===== src/rtl/bin2gray_stream.sv =====
// Streaming binary-to-Gray encoder with a DEPTH-entry first-word-fall-through FIFO.
// Optional feature macro: GRAY_PARITY_EN adds port gray_par (stored parity per entry).
module bin2gray_stream #(
    parameter int N     = 4,
    parameter int DEPTH = 4,
    parameter int AW    = 2
) (
    input  logic          clk,
    input  logic          rst,
    input  logic          in_valid,
    output logic          in_ready,
    input  logic [N-1:0]  bin_in,
    output logic          out_valid,
    input  logic          out_ready,
    output logic [N-1:0]  gray_out,
`ifdef GRAY_PARITY_EN
    output logic          gray_par,
`endif
    output logic [AW:0]   count
);

`ifdef GRAY_PARITY_EN
    localparam int MW = N + 1;
`else
    localparam int MW = N;
`endif

    localparam logic [AW:0] CNT_FULL     = (AW + 1)'(DEPTH);
    localparam logic [AW:0] CNT_NEAR_FULL = (AW + 1)'(DEPTH - 1);
    localparam logic [AW:0] CNT_ONE      = (AW + 1)'(1);

    typedef enum logic [1:0] {
        ST_EMPTY,
        ST_PARTIAL,
        ST_FULL
    } region_t;

    region_t        r_region;
    logic [AW-1:0]  r_wr_ptr;
    logic [AW-1:0]  r_rd_ptr;
    logic [AW:0]    r_count;
    logic [MW-1:0]  r_mem [DEPTH];

    logic           w_push;
    logic           w_pop;
    logic [N-1:0]   w_gray;
    logic [MW-1:0]  w_entry;

    // Handshake flags come from the registered region only, so a pop never
    // opens in_ready in the same cycle and an empty FIFO never forwards bin_in.
    assign in_ready  = (r_region != ST_FULL);
    assign out_valid = (r_region != ST_EMPTY);
    assign w_push    = in_valid & in_ready;
    assign w_pop     = out_valid & out_ready;

    assign w_gray = bin_in ^ (bin_in >> 1);
`ifdef GRAY_PARITY_EN
    assign w_entry  = {^w_gray, w_gray};
    assign gray_par = out_valid ? r_mem[r_rd_ptr][N] : 1'b0;
`else
    assign w_entry = w_gray;
`endif

    assign gray_out = out_valid ? r_mem[r_rd_ptr][N-1:0] : '0;
    assign count    = r_count;

    // NOTE: storage has no reset; entries are only visible through out_valid,
    // which is cleared by rst, so stale contents can never reach the output.
    always_ff @(posedge clk) begin
        if (w_push) begin
            r_mem[r_wr_ptr] <= w_entry;
        end
    end

    // NOTE: all state here uses non-blocking assignments so every branch reads
    // the pre-edge count and pointers, independent of statement order.
    always_ff @(posedge clk or posedge rst) begin
        if (rst) begin
            r_region <= ST_EMPTY;
            r_wr_ptr <= '0;
            r_rd_ptr <= '0;
            r_count  <= '0;
        end else begin
            if (w_push) begin
                r_wr_ptr <= r_wr_ptr + 1'b1;
            end
            if (w_pop) begin
                r_rd_ptr <= r_rd_ptr + 1'b1;
            end
            case ({w_push, w_pop})
                2'b10: begin
                    r_count  <= r_count + 1'b1;
                    r_region <= (r_count == CNT_NEAR_FULL) ? ST_FULL : ST_PARTIAL;
                end
                2'b01: begin
                    r_count  <= r_count - 1'b1;
                    r_region <= (r_count == CNT_ONE) ? ST_EMPTY : ST_PARTIAL;
                end
                default: begin
                    r_count  <= r_count;
                    r_region <= r_region;
                end
            endcase
        end
    end

    logic w_unused_full;
    assign w_unused_full = (r_count == CNT_FULL);

endmodule

===== config.mk =====
export PLATFORM = sky130hd
export DESIGN_NAME = bin2gray_stream
export DESIGN_NICKNAME = d
export VERILOG_FILES = /design/src/rtl/bin2gray_stream.sv
export SDC_FILE = /design/constraint.sdc
export NUM_CORES = 1
export LEC_CHECK = 0
export CORE_MARGIN = 8
export CORE_UTILIZATION = 32
export DETAILED_ROUTE_END_ITERATION = 6
export DONT_BUFFER_PORTS = 1
export PLACE_DENSITY_LB_ADDON = 0.08
export SETUP_SLACK_MARGIN = 0.3
export SLEW_MARGIN = 30
export SYNTH_ARGS = -nofsm -noshare
export SYNTH_HDL_FRONTEND = slang
export SYNTH_SLANG_ARGS = --single-unit
export TNS_END_PERCENT = 30

===== constraint.sdc =====
create_clock -name clk -period 1.97 [get_ports clk]
set_input_delay 0.394 -clock clk [delete_from_list [all_inputs] [get_ports clk]]
set_output_delay 0.394 -clock clk [all_outputs]
set_load 0.02 [all_outputs]

**Yosys cells after proc, flatten, opt, wreduce, memory -nomap -nowiden**

Memory sizes are Yosys's and may differ from the RTL's.
Index checks and enable logic that the tools add are counted.

- $add $sub $neg: 4
- $mul: 0
- Div/mod/pow operators: 0
- $lt $le $gt $ge: 0
- Equality and inequality tests: 5
- Shift-type cells: 0
- Muxes and demuxes: 7
- Bitwise logic cells: 3
- Reductions and logical operators: 2

Operators by type and width:

| kind | count |
|---|---|
| $pmux 3 s2 | 1 |
| $add 2x1->2 const B | 2 |
| $mux 4 | 1 |
| $pmux 2 s2 | 1 |
| $reduce_bool 2->1 | 2 |
| $xor 4x3->4 | 1 |
| $add 3x1->3 const B | 1 |
| $eq 3x1->1 const B | 1 |
| $eq 3x2->1 const B | 1 |
| $mux 1 | 3 |
| $sub 3x1->3 const B | 1 |
| $and 1x1->1 | 2 |
| $eq 2x1->1 const B | 1 |
| $eq 2x2->1 const B | 1 |
| $mux 2 | 1 |
| $ne 2x2->1 const B | 1 |

- Register bits: 9
- Latch bits: 0
- RAM bits: 16
- Memory bits (read-only): 0
- Bits of input ports: 8
- Output and inout port bits: 9
- Logic and storage cells: 26
- Memories: 1

Memory list:

| name | depth | width | read ports | clocked after Yosys merged registers in | write ports | line | source |
|---|---|---|---|---|---|---|---|
| r_mem | 4 | 4 | 1 | 0 | 1 | 42 | `logic [MW-1:0] r_mem [DEPTH];` |

**Depth between registers and ports, before layout**

- Depth in word-level cells: 4
- Gate-level depth with buffers: 8
- Mapped depth without buffers: 7

**Least setup slack after synthesis**

OpenSTA, ideal clock, no wires.

- Kind: register to register
- Start: reg r_region[0]
- End: reg r_count[2], in the netlist count[2]
- Arrival time: 1,409 ps
- Slack: 428 ps
- Cell stages (with the launch flop): 8
- Buffers on the path: 1
- Period minus slack after synthesis: 1,542 ps
- Path through: dfrtp_1 nand2b_4 and2_4 inv_1 ha_1 clkbuf_1 a21oi_1 o22ai_1

- Longest elaborated chain between the ends: 4
- Elaborated cells on any way between the ends: 8
- Those cells by class: eq/ne: 3; mux: 1; bitwise: 2; reduce/logical: 2

Ends and longest elaborated chain:

| item | line | source |
|---|---|---|
| start, declared | 38 | `region_t r_region;` |
| start signal, assigned | 93 | `r_region <= (r_count == CNT_NEAR_FULL) ? ST_FULL : ST_PARTIAL;` |
| start signal, assigned | 97 | `r_region <= (r_count == CNT_ONE) ? ST_EMPTY : ST_PARTIAL;` |
| start signal, assigned | 101 | `r_region <= r_region;` |
| $ne 2x2->1 * | 51 | `assign in_ready = (r_region != ST_FULL);` |
| via in_ready | 11 | `output logic in_ready,` |
| $and 1x1->1 * | 53 | `assign w_push = in_valid & in_ready;` |
| $eq 2x1->1 or $eq 2x2->1 (tied branches) | 90 | `case ({w_push, w_pop})` |
| $pmux 3 s2 or $reduce_bool 2->1 (tied branches) | - |  |
| end signal, assigned | 92 | `r_count <= r_count + 1'b1;` |
| end signal, assigned | 96 | `r_count <= r_count - 1'b1;` |
| end signal, assigned | 100 | `r_count <= r_count;` |
| end, declared | 41 | `logic [AW:0] r_count;` |

The timed path passes the listed nets; every way through them passes the cells marked *.
A chain may end at the register's enable or synchronous reset.

**Worst setup path after layout**

- Start: reg r_rd_ptr[1]
- End: out gray_out[1]

- Longest elaborated chain between the ends: 2

Ends and longest elaborated chain:

| item | line | source |
|---|---|---|
| start, declared | 40 | `logic [AW-1:0] r_rd_ptr;` |
| start signal, assigned | 88 | `r_rd_ptr <= r_rd_ptr + 1'b1;` |
| $mem_v2 4x4 | - |  |
| $mux 4 | 64 | `assign gray_out = out_valid ? r_mem[r_rd_ptr][N-1:0] : '0;` |
| end, declared | 15 | `output logic [N-1:0] gray_out,` |

Every way passes these cells.

==> flow_metrics.py <==
metrics = {
    "run_status": {
        "status": "completed",
    },
    "sta": {
        "post-route-period-util": 0.878,
        "finalSetupViolCount": 0,
        "setup_repair_after_global_routing_missed_its_margin": "yes",
        "postLayoutSetupSlackWorst_ns": 0.241,
        "skew_ns": 0.000783,
        "min_hold_slack_ns": 0.218,
        "timing.max_slew.rel_slack": 0.761,
        "fmax_mhz": 578,
        "layout_min_cycle_time_ns": 1.73,
        "hold_viol": 0,
        "fin_setup_tns_ns": 0,
        "count_of_final_max_slew_check_failures": 0,
        "tightest_pin_transition_ns": 0.358,
    },
    "place": {
        "numPortBuffers": 0,
        "place_congestion": 0.732,
        "place_hpwl_um": 1660,
        "placed_cells_incl_taps": 143,
        "dpl_worst_slack_ns": 0.316,
        "place_area_mm2": 0.00129,
    },
    "die": {
        "die_w_um": 77.7,
        "design.core.area_mm2": 0.00366,
        "floorplan.initialDensity": 0.333,
        "die_area_mm2": 0.00604,
        "die_h_um": 77.7,
        "fp-row-count": 22,
        "ios": 17,
    },
    "worst_hold_path": {
        "timing.hold.worst_path_depth": 0,
        "worstHoldPathType": "in2reg",
        "worstHoldEndpoint": "r_mem[1][3]$_DFFE_PP_",
        "holdCritStartpoint": "bin_in[3]",
    },
    "cells_and_area": {
        "final_core_occ": 0.393,
        "final_cell_area_mm2": 0.00144,
        "finalNetCount": 125,
        "antenna_cells": 0,
        "layout-drive-gt1-share": 0.217,
        "syn2layout_area_growth_pct": 17.9,
        "stdcell_count": 154,
    },
    "yosys": {
        "post_synth_cell_types": 27,
        "syn-mean-instance-area_um2": 12.8,
        "flops_latches_synth": 25,
        "synth.cell_area_mm2": 0.00122,
        "syn_inst": 95,
        "synth.net_count": 113,
        "synth-seq-area-share": 0.578,
        "synthesis.yosys.warnings": 0,
    },
    "critical_path": {
        "timing.reg2reg.setup_slack_ns": 0.30,
        "rr_startpoint": "r_region[0]$_DFFE_PP0P_",
        "setup.worst_path.end_class": "primary output",
        "cp_data_arrival_time_ns": 1.33,
        "criticalPathCategory": "reg2out",
        "r2r.worst_path.cells": 6,
        "critical_path.max_fanout": 8,
        "start_kind": "flop",
        "worst_setup_path_startpoint": "r_rd_ptr[1]$_DFFE_PP0P_",
        "required_ns": 1.58,
        "r2r_end": "r_region[1]$_DFFE_PP0P_",
    },
    "clock_tree": {
        "cts_tree": "built",
        "clock_tree_root_driver_cell": "clkbuf_8",
        "tritoncts.num_buffers": 3,
        "h-tree-depth": 1,
        "tritoncts_num_sinks": 25,
        "clk_pin_slew_worst_paths_ns": 0.09,
        "cts_buffer_depth": 2,
        "clock_insertion_delay_at_the_later_pin_of_the_skew_report_ns": 0.26,
    },
    "route": {
        "vias": 709,
        "wirelength_um": 2220,
        "wl_per_cell_um": 14.4,
        "route.antenna.remaining_nets": 0,
        "drt_iter0_markers": 38,
        "vias_per_cell": 4.60,
        "firstDrtPassIters": 5,
        "detail_route.drc_violations": 0,
    },
    "power": {
        "total_leakage_power_nw": 0.612,
        "post-layout-total-power_mw": 2.25,
        "internal_power_mw": 1.37,
        "switching_share": 0.391,
        "seqPwrFrac": 0.404,
        "powerDensity_mw_per_mm2": 1560,
        "comb_power_share": 0.459,
        "power_switching_mw": 0.879,
        "vdd_ir_drop_max_mv": 0.436,
        "pwr-share-clk": 0.137,
    },
    "global_routing": {
        "grt_remaining_overflow": 0,
        "grt_start_max_net_pins": 16,
        "grt_pass1_vias": 632,
        "grt_pass1_wl_um": 3490,
        "groute.usage.overall": 0.0754,
        "antenna_violations_before_repair": 0,
    },
    "job": {
        "max-cap-violations": 0,
    },
}
## worst max-delay path by stage
| stage | end | slack, ns | cells past startpoint |
|---|---|---|---|
| finish | gray_out[1] | 0.24 | 3 |
| global route | gray_out[2] | 0.18 | 4 |
| CTS | gray_out[1] | 0.21 | 3 |
| detailed placement | gray_out[2] | 0.32 | 4 |
| global placement | gray_out[2] | 0.33 | 4 |
| floorplan | count[2]$_DFFE_PP0P_ | 0.43 | 7 |
## Yosys cell counts, drive strengths merged
cell | n | area (um^2)
buf | 1 | 7.51
o22ai | 5 | 31.3
nand3 | 1 | 5.00
xor2 | 4 | 35.0
inv | 10 | 37.5
nand3b | 1 | 7.51
nand2 | 6 | 25.0
nand2b | 2 | 22.5
o21ai | 6 | 30.0
nor2 | 1 | 3.75
and2 | 1 | 8.76
dfrtp | 9 | 225
clkbuf | 2 | 8.75
and3 | 4 | 25.0
or2 | 1 | 8.76
a31oi | 1 | 6.26
o21a | 1 | 7.51
xnor2 | 3 | 26.3
a21oi | 1 | 5.00
mux2i | 8 | 80.1
o31ai | 1 | 7.51
edfxtp | 16 | 480
ha | 10 | 125
## sequential cells by signal, summed over array words and instances, names as in the netlist
| signal | cells |
|---|---|
| r_mem | 16 |
| count | 3 |
| r_rd_ptr | 2 |
| r_region | 2 |
| r_wr_ptr | 2 |
## metal layers
layer / vias up / share of wire / track usage
li1: 355 / - / -
met1: 337 / 0.50 / 0.102
met2: 15 / 0.43 / 0.100
met3: 2 / 0.071 / 0.0357
met4: 0 / 0.0085 / 0.0283
met5: - / 0 / 0
## cells by family (layout without fill, tap and decap cells)
family,Yosys count,after routing,synth area share
flip-flops,25,25,0.578
multiplexers,8,8,0.0656
adder cells (fa/ha/maj),10,10,0.103
AO/OA/AOI/OAI,15,15,0.0718
XOR/XNOR,7,7,0.0503
buffers and inverters,13,24,0.0441
AND/OR/NAND/NOR,17,17,0.0872
## power by group through the flow
stage | logic (mW) | clock network (mW) | registers [mW]
final | 1.03 | 0.309 | 0.909
after global routing | 1.14 | 0.339 | 0.931
after CTS | 0.982 | 0.317 | 0.918
after detailed placement | 0.828 | 0 | 0.941
after global placement | 0.830 | 0 | 0.935
after floorplan | 0.687 | 0 | 0.860
## layout by cell type, fill, tap and decap left out, types with 2 or more instances in the layout
cell type and instances:
nand2_1 5, inv_1 10, xor2_1 4, clkbuf_8 3
dfrtp_1 8, xnor2_1 3, o22ai_2 3, ha_1 9
and3_1 4, buf_4 7, edfxtp_1 16, o21ai_0 5
mux2i_1 8, o22ai_1 2, nand2b_4 2
## layout make-up
class | count | area, um^2
Clock inverter | 1 | 7.51
Inverter | 10 | 37.5
Fill cell | 351 | 2220
Timing Repair Buffer | 10 | 93.8
Sequential cell | 25 | 707
Tap cell | 48 | 60.1
Multi-Input combinational cell | 57 | 492
Clock buffer | 3 | 41.3
## what timing repair did
item / in CTS / in global routing
resized for setup: 6 / 2
buffers inserted: 3 / 3
cloned: 0 / 0
setup endpoints to repair: 4 / 9
pin swaps: 2 / 3
hold endpoints to repair: 9 / 0
hold buffers: 1 / 0
## critical path, stage by stage, from the launching register on
cell     delay, ns
dfrtp_2       0.51
buf_12        0.16
mux2i_1       0.11
o22ai_2       0.28
Power figures use the tool's default switching activity.
